===== config.mk =====
export PLATFORM = sky130hd
export DESIGN_NAME = acc_ctrl_fsm
export DESIGN_NICKNAME = d
export VERILOG_FILES = /design/src/rtl/acc_ctrl_fsm.sv
export SDC_FILE = /design/constraint.sdc
export NUM_CORES = 1
export LEC_CHECK = 0
export ABC_CLOCK_PERIOD_IN_PS = 1900
export BUFFER_PORTS_ARGS = -buffer_cell sky130_fd_sc_hd__buf_2
export CAP_MARGIN = 40
export CORE_ASPECT_RATIO = 2
export CORE_MARGIN = 5
export CORE_UTILIZATION = 40
export CTS_CLUSTER_SIZE = 20
export DETAILED_ROUTE_END_ITERATION = 10
export SETUP_SLACK_MARGIN = 0.15
export SLEW_MARGIN = 30
export SYNTH_ARGS = -nofsm -noshare
export SYNTH_HDL_FRONTEND = slang
export SYNTH_SLANG_ARGS = --single-unit

===== constraint.sdc =====
create_clock -name clk -period 1.9 [get_ports clk]
set_input_delay 0.38 -clock clk [delete_from_list [all_inputs] [get_ports clk]]
set_output_delay 0.38 -clock clk [all_outputs]
set_load 0.05 [all_outputs]

===== src/rtl/acc_ctrl_fsm.sv =====
`default_nettype none
// ============================================================================
// Module   : acc_ctrl_fsm
// Purpose  : Fetch/decode/execute sequencer for the 8-bit accumulator datapath.
// Revision : 1.0 - initial release
// ============================================================================
module acc_ctrl_fsm #(
    parameter int IMM_W    = 4,
    parameter int WAIT_MAX = 15
) (
    input  logic             clk,
    input  logic             CLB,
    input  logic             run,
    input  logic [7:0]       instr,
    input  logic             mem_ready,
    input  logic             acc_zero,
    output logic             fetch_req,
    output logic             pc_inc,
    output logic             pc_load,
    output logic [1:0]       SelAcc,
    output logic             loadAcc,
    output logic [2:0]       alu_op,
    output logic [IMM_W-1:0] rf_addr,
    output logic             rf_we,
    output logic [IMM_W-1:0] imm,
    output logic             halted,
    output logic             fault
);

    localparam int CNT_W = $clog2(WAIT_MAX + 1);
    localparam logic [CNT_W-1:0] C_WAIT_LIMIT = CNT_W'(WAIT_MAX);

    localparam logic [3:0] C_OP_NOP = 4'h0;
    localparam logic [3:0] C_OP_LDI = 4'h1;
    localparam logic [3:0] C_OP_LDR = 4'h2;
    localparam logic [3:0] C_OP_STR = 4'h3;
    localparam logic [3:0] C_OP_JMP = 4'hC;
    localparam logic [3:0] C_OP_JZ  = 4'hD;
    localparam logic [3:0] C_OP_ILL = 4'hE;
    localparam logic [3:0] C_OP_HLT = 4'hF;

    localparam logic [1:0] C_SEL_ALU = 2'b00;
    localparam logic [1:0] C_SEL_RF  = 2'b01;
    localparam logic [1:0] C_SEL_IMM = 2'b10;

    typedef enum logic [2:0] {
        S_IDLE   = 3'd0,
        S_FETCH  = 3'd1,
        S_DECODE = 3'd2,
        S_EXEC   = 3'd3,
        S_ALU_WB = 3'd4,
        S_HALT   = 3'd5
    } state_t;

    state_t            state_q, state_d;
    logic [7:0]        ir_q, ir_d;
    logic [CNT_W-1:0]  wait_cnt_q, wait_cnt_d;
    logic              halted_q, halted_d;
    logic              fault_q, fault_d;

    logic [3:0]        w_opcode;
    logic [IMM_W-1:0]  w_operand;
    logic              w_is_alu;
    logic [2:0]        w_alu_code;
    logic [CNT_W-1:0]  w_cnt_inc;
    state_t            w_boundary;

    assign w_opcode   = ir_q[7:4];
    assign w_operand  = ir_q[IMM_W-1:0];
    assign w_is_alu   = (w_opcode >= 4'h4) && (w_opcode <= 4'hB);
    // Opcodes 4..B map onto ALU codes 0..7 by dropping the bias of 4.
    assign w_alu_code = w_opcode[2:0] - 3'd4;
    assign w_cnt_inc  = wait_cnt_q + CNT_W'(1);
    // Entry to FETCH is the only point where run is honoured.
    assign w_boundary = run ? S_FETCH : S_IDLE;

    assign halted = halted_q;
    assign fault  = fault_q;

    always_comb begin
        state_d    = state_q;
        ir_d       = ir_q;
        wait_cnt_d = wait_cnt_q;
        halted_d   = halted_q;
        fault_d    = fault_q;
        fetch_req  = 1'b0;
        pc_inc     = 1'b0;
        pc_load    = 1'b0;
        SelAcc     = C_SEL_ALU;
        loadAcc    = 1'b0;
        alu_op     = 3'd0;
        rf_addr    = '0;
        rf_we      = 1'b0;
        imm        = '0;

        if ((state_q == S_DECODE) || (state_q == S_EXEC) || (state_q == S_ALU_WB)) begin
            rf_addr = w_operand;
            imm     = w_operand;
            alu_op  = w_is_alu ? w_alu_code : 3'd0;
        end

        case (state_q)
            S_IDLE: begin
                wait_cnt_d = '0;
                if (run) begin
                    state_d = S_FETCH;
                end
            end
            S_FETCH: begin
                fetch_req = 1'b1;
                if (mem_ready) begin
                    ir_d       = instr;
                    pc_inc     = 1'b1;
                    wait_cnt_d = '0;
                    state_d    = S_DECODE;
                end else if (w_cnt_inc == C_WAIT_LIMIT) begin
                    wait_cnt_d = '0;
                    fault_d    = 1'b1;
                    halted_d   = 1'b1;
                    state_d    = S_HALT;
                end else begin
                    wait_cnt_d = w_cnt_inc;
                end
            end
            S_DECODE: begin
                state_d = S_EXEC;
            end
            S_EXEC: begin
                state_d = w_boundary;
                if (w_is_alu) begin
                    state_d = S_ALU_WB;
                end else begin
                    case (w_opcode)
                        C_OP_NOP: ;
                        C_OP_LDI: begin
                            SelAcc  = C_SEL_IMM;
                            loadAcc = 1'b1;
                        end
                        C_OP_LDR: begin
                            SelAcc  = C_SEL_RF;
                            loadAcc = 1'b1;
                        end
                        C_OP_STR: rf_we   = 1'b1;
                        C_OP_JMP: pc_load = 1'b1;
                        C_OP_JZ:  pc_load = acc_zero;
                        C_OP_ILL: begin
                            fault_d  = 1'b1;
                            halted_d = 1'b1;
                            state_d  = S_HALT;
                        end
                        C_OP_HLT: begin
                            halted_d = 1'b1;
                            state_d  = S_HALT;
                        end
                        default: ;
                    endcase
                end
            end
            S_ALU_WB: begin
                SelAcc  = C_SEL_ALU;
                loadAcc = 1'b1;
                state_d = w_boundary;
            end
            S_HALT: ;
            default: state_d = S_IDLE;
        endcase
    end

    always_ff @(posedge clk) begin
        if (!CLB) begin
            state_q    <= S_IDLE;
            ir_q       <= 8'h00;
            wait_cnt_q <= '0;
            halted_q   <= 1'b0;
            fault_q    <= 1'b0;
        end else begin
            state_q    <= state_d;
            ir_q       <= ir_d;
            wait_cnt_q <= wait_cnt_d;
            halted_q   <= halted_d;
            fault_q    <= fault_d;
        end
    end

endmodule
`default_nettype wire


; ---- After elaboration in Yosys (flattened, before gate mapping)
; Cells that the tools add are included.
[classes]
add_sub_neg = 2
n_mul = 0
n_div = 0
n_lt_le_gt_ge = 2
n_eq_ne = 20
shifts = 0
mux = 36
bitwise = 1
n_reduce_logical = 12
[op_table]
columns = cell, n
row1 = $mux 3, 7
row2 = $eq 4x4->1 const B, 5
row3 = $pmux 3 s6, 1
row4 = $mux 1, 17
row5 = $mux 4, 3
row6 = $ne 2x2->1 const B, 5
row7 = $reduce_and 5->1, 2
row8 = $eq 4x2->1 const B, 2
row9 = $pmux 1 s2, 4
row10 = $pmux 4 s2, 1
row11 = $eq 3x2->1 const B, 2
row12 = $eq 3x3->1 const B, 2
row13 = $add 4x1->4 const B, 1
row14 = $eq 4x1->1 const B, 1
row15 = $ge 4x3->1 const B, 1
row16 = $le 4x4->1 const B, 1
row17 = $mux 2, 2
row18 = $pmux 2 s2, 1
row19 = $reduce_bool 2->1, 2
row20 = $reduce_or 2->1, 2
row21 = $eq 3x1->1 const B, 1
row22 = $logic_not 3->1, 1
row23 = $ne 3x3->1 const B, 1
row24 = $reduce_and 3->1, 1
row25 = other kinds (6), 7
[word_totals]
reg_bits = 17
latchBits = 0
ramBits = 0
romBits = 0
in_bits = 13
out_inout_bits = 20
elab_cells = 78
memories = 0

; ---- Longest topological paths before layout
[depth]
word_depth = 5
depth_mapped = 6

; ---- Worst setup path after synthesis
; No wires, ideal clock.
[synth_timing]
path_type = flip-flop to output port
startpoint = reg state_q[0]
endpoint = out loadAcc
arrival_time_ps = 2156
path_slack_ps = -636
path_stages_with_launch = 6
cell_sequence = dfxtp_1 clkbuf_1 nand3b_1 nor2_1 nand2_1 o21ai_0
[synth_between]
elab_chain_cells = 2
word_cells_on_any_way = 3
[synth_rtl]
columns = item, line
row1 = start: declaration, 55  ; state_t state_q, state_d;
row2 = start signal: assignment, 177  ; state_q <= state_d;
row3 = $eq 3x3->1 or $eq 3x2->1 (tied branches), 102  ; case (state_q)
row4 = $pmux 1 s2 (*), 102
row5 = end: declaration, 21  ; output logic loadAcc,
; Every way passes the cells marked *; elsewhere a longest branch is shown, timed or not.

; ---- Worst setup path in the final report
[layout_timing]
startpoint = reg state_q[0]
endpoint = out alu_op[1]
[layout_between]
elab_chain_cells = 4
word_cells_on_any_way = 6
[layout_rtl]
columns = item, line
row1 = $eq 3x2->1, 96  ; if ((state_q == S_DECODE) || (state_q == S_EXEC) || (state_q == S_ALU_WB)) begin
row2 = $logic_or 1x1->1, 96
row3 = $logic_or 1x1->1 (*), 96
row4 = $mux 3 (*), 96
row5 = end: declaration, 22  ; output logic [2:0] alu_op,
; Marks and branches as above.

==> results.sh <==
export IMPL_ys_types=38
export IMPL_vdd_drop_max_mv=0.4634
export IMPL_post_drt_wl_per_cell_um=15.75
export IMPL_p_per_area_mw_per_mm2=641.4
export IMPL_grt_max_degree=15
export IMPL_die_w_um=46.61
export IMPL_core_area_mm2=0.002570
export IMPL_rows=26
export IMPL_p_leak_nw=0.7712
export IMPL_path_max_fanout=7
export IMPL_via_per_inst=5.462
export IMPL_synth_area_mm2=0.001072
export IMPL_synth_most_common_cell="nand2_1"
export IMPL_drt_iter0_markers=17
export IMPL_dp_cells=205
export IMPL_dp_hpwl_um=2513
export IMPL_critPathRequiredTime_ns=1.52
export IMPL_maxCapViolCount=0
export IMPL_synth_cells=141
export IMPL_drc=0
export IMPL_async_reset_ff_share_pct=0
export IMPL_slew_viol_final=0
export IMPL_synth_common_cells="nand2_1 (23), dfxtp_1 (17), a21oi_1 (13), nor2b_1 (9), o21ai_0 (9)"
export IMPL_clk_pin_slew_ns=0.07
export IMPL_ys_ff_latch=17
export IMPL_diodes=0
export IMPL_synth_seq_area_share_pct=31.74
export IMPL_synth_edf_count=0
export IMPL_finalHoldWorstSlack_ns=0.3520
export IMPL_numPortBuffers=32
export IMPL_status="complete, but fails checks"
export IMPL_hold_class="primary input to flop"
export IMPL_setup_violations=16
export IMPL_worstPathArrival_ns=1.60
export IMPL_finalCriticalPeriod_ns=1.985
export IMPL_worstSetupPathType="flop to output port"
export IMPL_hold_viol=0
export IMPL_postRouteAntennaNets=0
export IMPL_cts_buffer_depth=2
export IMPL_synth_fp_nets=159
export IMPL_slew_headroom_pct=63.65
export IMPL_worst_pin_slew_ns=0.5440
export IMPL_nets=212
export IMPL_track_usage_pct=18.22
export IMPL_fin_ws_ns=-0.08455
export IMPL_cts_max_level=1
export IMPL_initial_core_util_pct=41.72
export IMPL_cts_sinks=17
export IMPL_finalCritPeriodShare_pct=104.5
export IMPL_gp_congestion=0.7777
export IMPL_io_pins=33
export IMPL_dp_slack_ns=0.03854
export IMPL_rsz0062_at_grt="yes"
export IMPL_cts_root_buf="clkbuf_8"
export IMPL_syn_area_per_cell_um2=7.605
export IMPL_grt_pass1_vias=1188
export IMPL_die_height_um=83.22
export IMPL_synth_top_area_share_pct=31.74
export IMPL_power_mw=1.181
export IMPL_clock_skew_ns=0.0008717
export IMPL_startpoint_type="flop"
export IMPL_synth_warnings=0
export IMPL_num_fill_cells=201
export IMPL_finalSetupTns_ns=-0.5502
export IMPL_drt_pre_antenna_iters=4
export IMPL_gr_total_overflow=0
export IMPL_antenna_found_initial=0
export IMPL_end_kind="output port"
export IMPL_fmax_ghz=0.5039
export IMPL_violations="setup timing"
export IMPL_grt_pass1_wl_um=5368
export IMPL_drive_above_1_share_pct=51.81
export IMPL_totalWireLength_um=3481
export IMPL_cts_tree="built"
export IMPL_cts_buffers=3
export IMPL_vias=1207
export IMPL_cts_hold_buf=0
export IMPL_clk_latency_ns=0.26
export IMPL_synthToLayoutAreaGrowth_pct=71.76
export IMPL_netlist_top_cells_area="dfxtp_1 (32%), nand2_1 (8.1%), a21oi_1 (6.1%), ha_1 (5.8%), nor2b_1 (5.3%)"
export IMPL_die_area_mm2=0.003879
export IMPL_synthFlopType="dfxtp_1"
export IMPL_synth_largest_area_cell="dfxtp_1"
export IMPL_final_cell_count_no_fill=221
==> per-stage QoR <==
step | cell area, µm² | utilization (%)
after CTS | 1717 | 66.80
after detailed placement | 1445 | 56.23
after global placement | 1445 | 56.23
after global routing | 1842 | 71.67
after floorplan | 1227 | -
final | 1842 | 71.67
==> timing repair <==
item	CTS	global route
hold endpoints to repair	0	0
gates resized for setup	60	17
buffers inserted	3	9
setup endpoints to repair	21	22
pin swaps	12	12
==> worst max-delay path, cell delays in order, from the launching register on <==
cell	delay, ns
dfxtp_4	0.36
or3_4	0.38
a21boi_4	0.21
nor3b_4	0.21
buf_6	0.18
==> state kept, by name, summed over array words and instances (netlist names) <==
signal / count
ir_q: 8
wait_cnt_q: 4
state_q: 3
fault: 1
halted: 1
==> final timing paths <==
kind,start,end,slack (ns),depth (start not counted)
max,state_q[0],alu_op[1],-0.08,4
min,instr[6],ir_q[6],0.35,3
max reg2reg,state_q[2],wait_cnt_q[1],0,6
min reg2reg,ir_q[3],ir_q[3],0.47,2
==> metal layers <==
metal | GRT usage, % | wire [µm] | vias up
li1 | - | - | 593
met5 | 0 | 0 | -
met1 | 19.08 | 1200 | 569
met4 | 9.320 | 106 | 0
met3 | 2.814 | 173 | 11
met2 | 32.16 | 2001 | 34
==> cell families after synthesis <==
kind of cell	count (synthesis)	synth area share, %
and+or+nand+nor	61	29.29
AOI/OAI and AO/OA	39	24.04
buffers and inverters	17	7.352
DFF	17	31.74
adders and majority gates	5	5.834
xor gates and xnor gates	1	0.8170
muxes	1	0.9335
==> layout by cell type (no fill, tap or decap), types with 2 or more instances in the layout <==
cell / Yosys / layout
dfxtp_1: 17 / 12
nor3_1: 4 / 3
nand2_1: 23 / 22
o21ai_0: 9 / 6
a211oi_1: 2 / 2
nor2b_4: 0 / 4
nand2b_1: 2 / 2
buf_6: 0 / 12
inv_2: 0 / 4
buf_4: 4 / 21
o22a_1: 2 / 2
nor2b_1: 9 / 4
a21boi_0: 3 / 2
clkbuf_8: 0 / 3
buf_2: 0 / 14
buf_8: 0 / 10
o21ai_4: 0 / 2
dfxtp_2: 0 / 3
a21oi_2: 1 / 2
dfxtp_4: 0 / 2
nor2_4: 0 / 4
and3_1: 2 / 2
nor2_1: 7 / 3
or3_4: 0 / 2
a21oi_1: 13 / 12
inv_1: 7 / 4
ha_1: 5 / 4
nor3b_4: 0 / 2
==> power by group <==
group	internal (mW)	total, mW	switching [mW]
Clock	0.146	0.285	0.139
Combinational	0.231	0.485	0.254
Sequential	0.384	0.411	0.0270
Total	0.761	1.18	0.420
==> area by class of cell <==
type                       count  area [µm²]  area share (%)
clock buffer                   3       41.29           2.242
multi-input combinational    107       865.8           47.01
inverter                       8       30.03           1.630
sequential                    17       351.6           19.09
tap                           28       35.03           1.902
timing repair buffer          57       513.0           27.85
clock inverter                 1       5.005          0.2717
No activity file was read; power rests on OpenSTA's default activity.
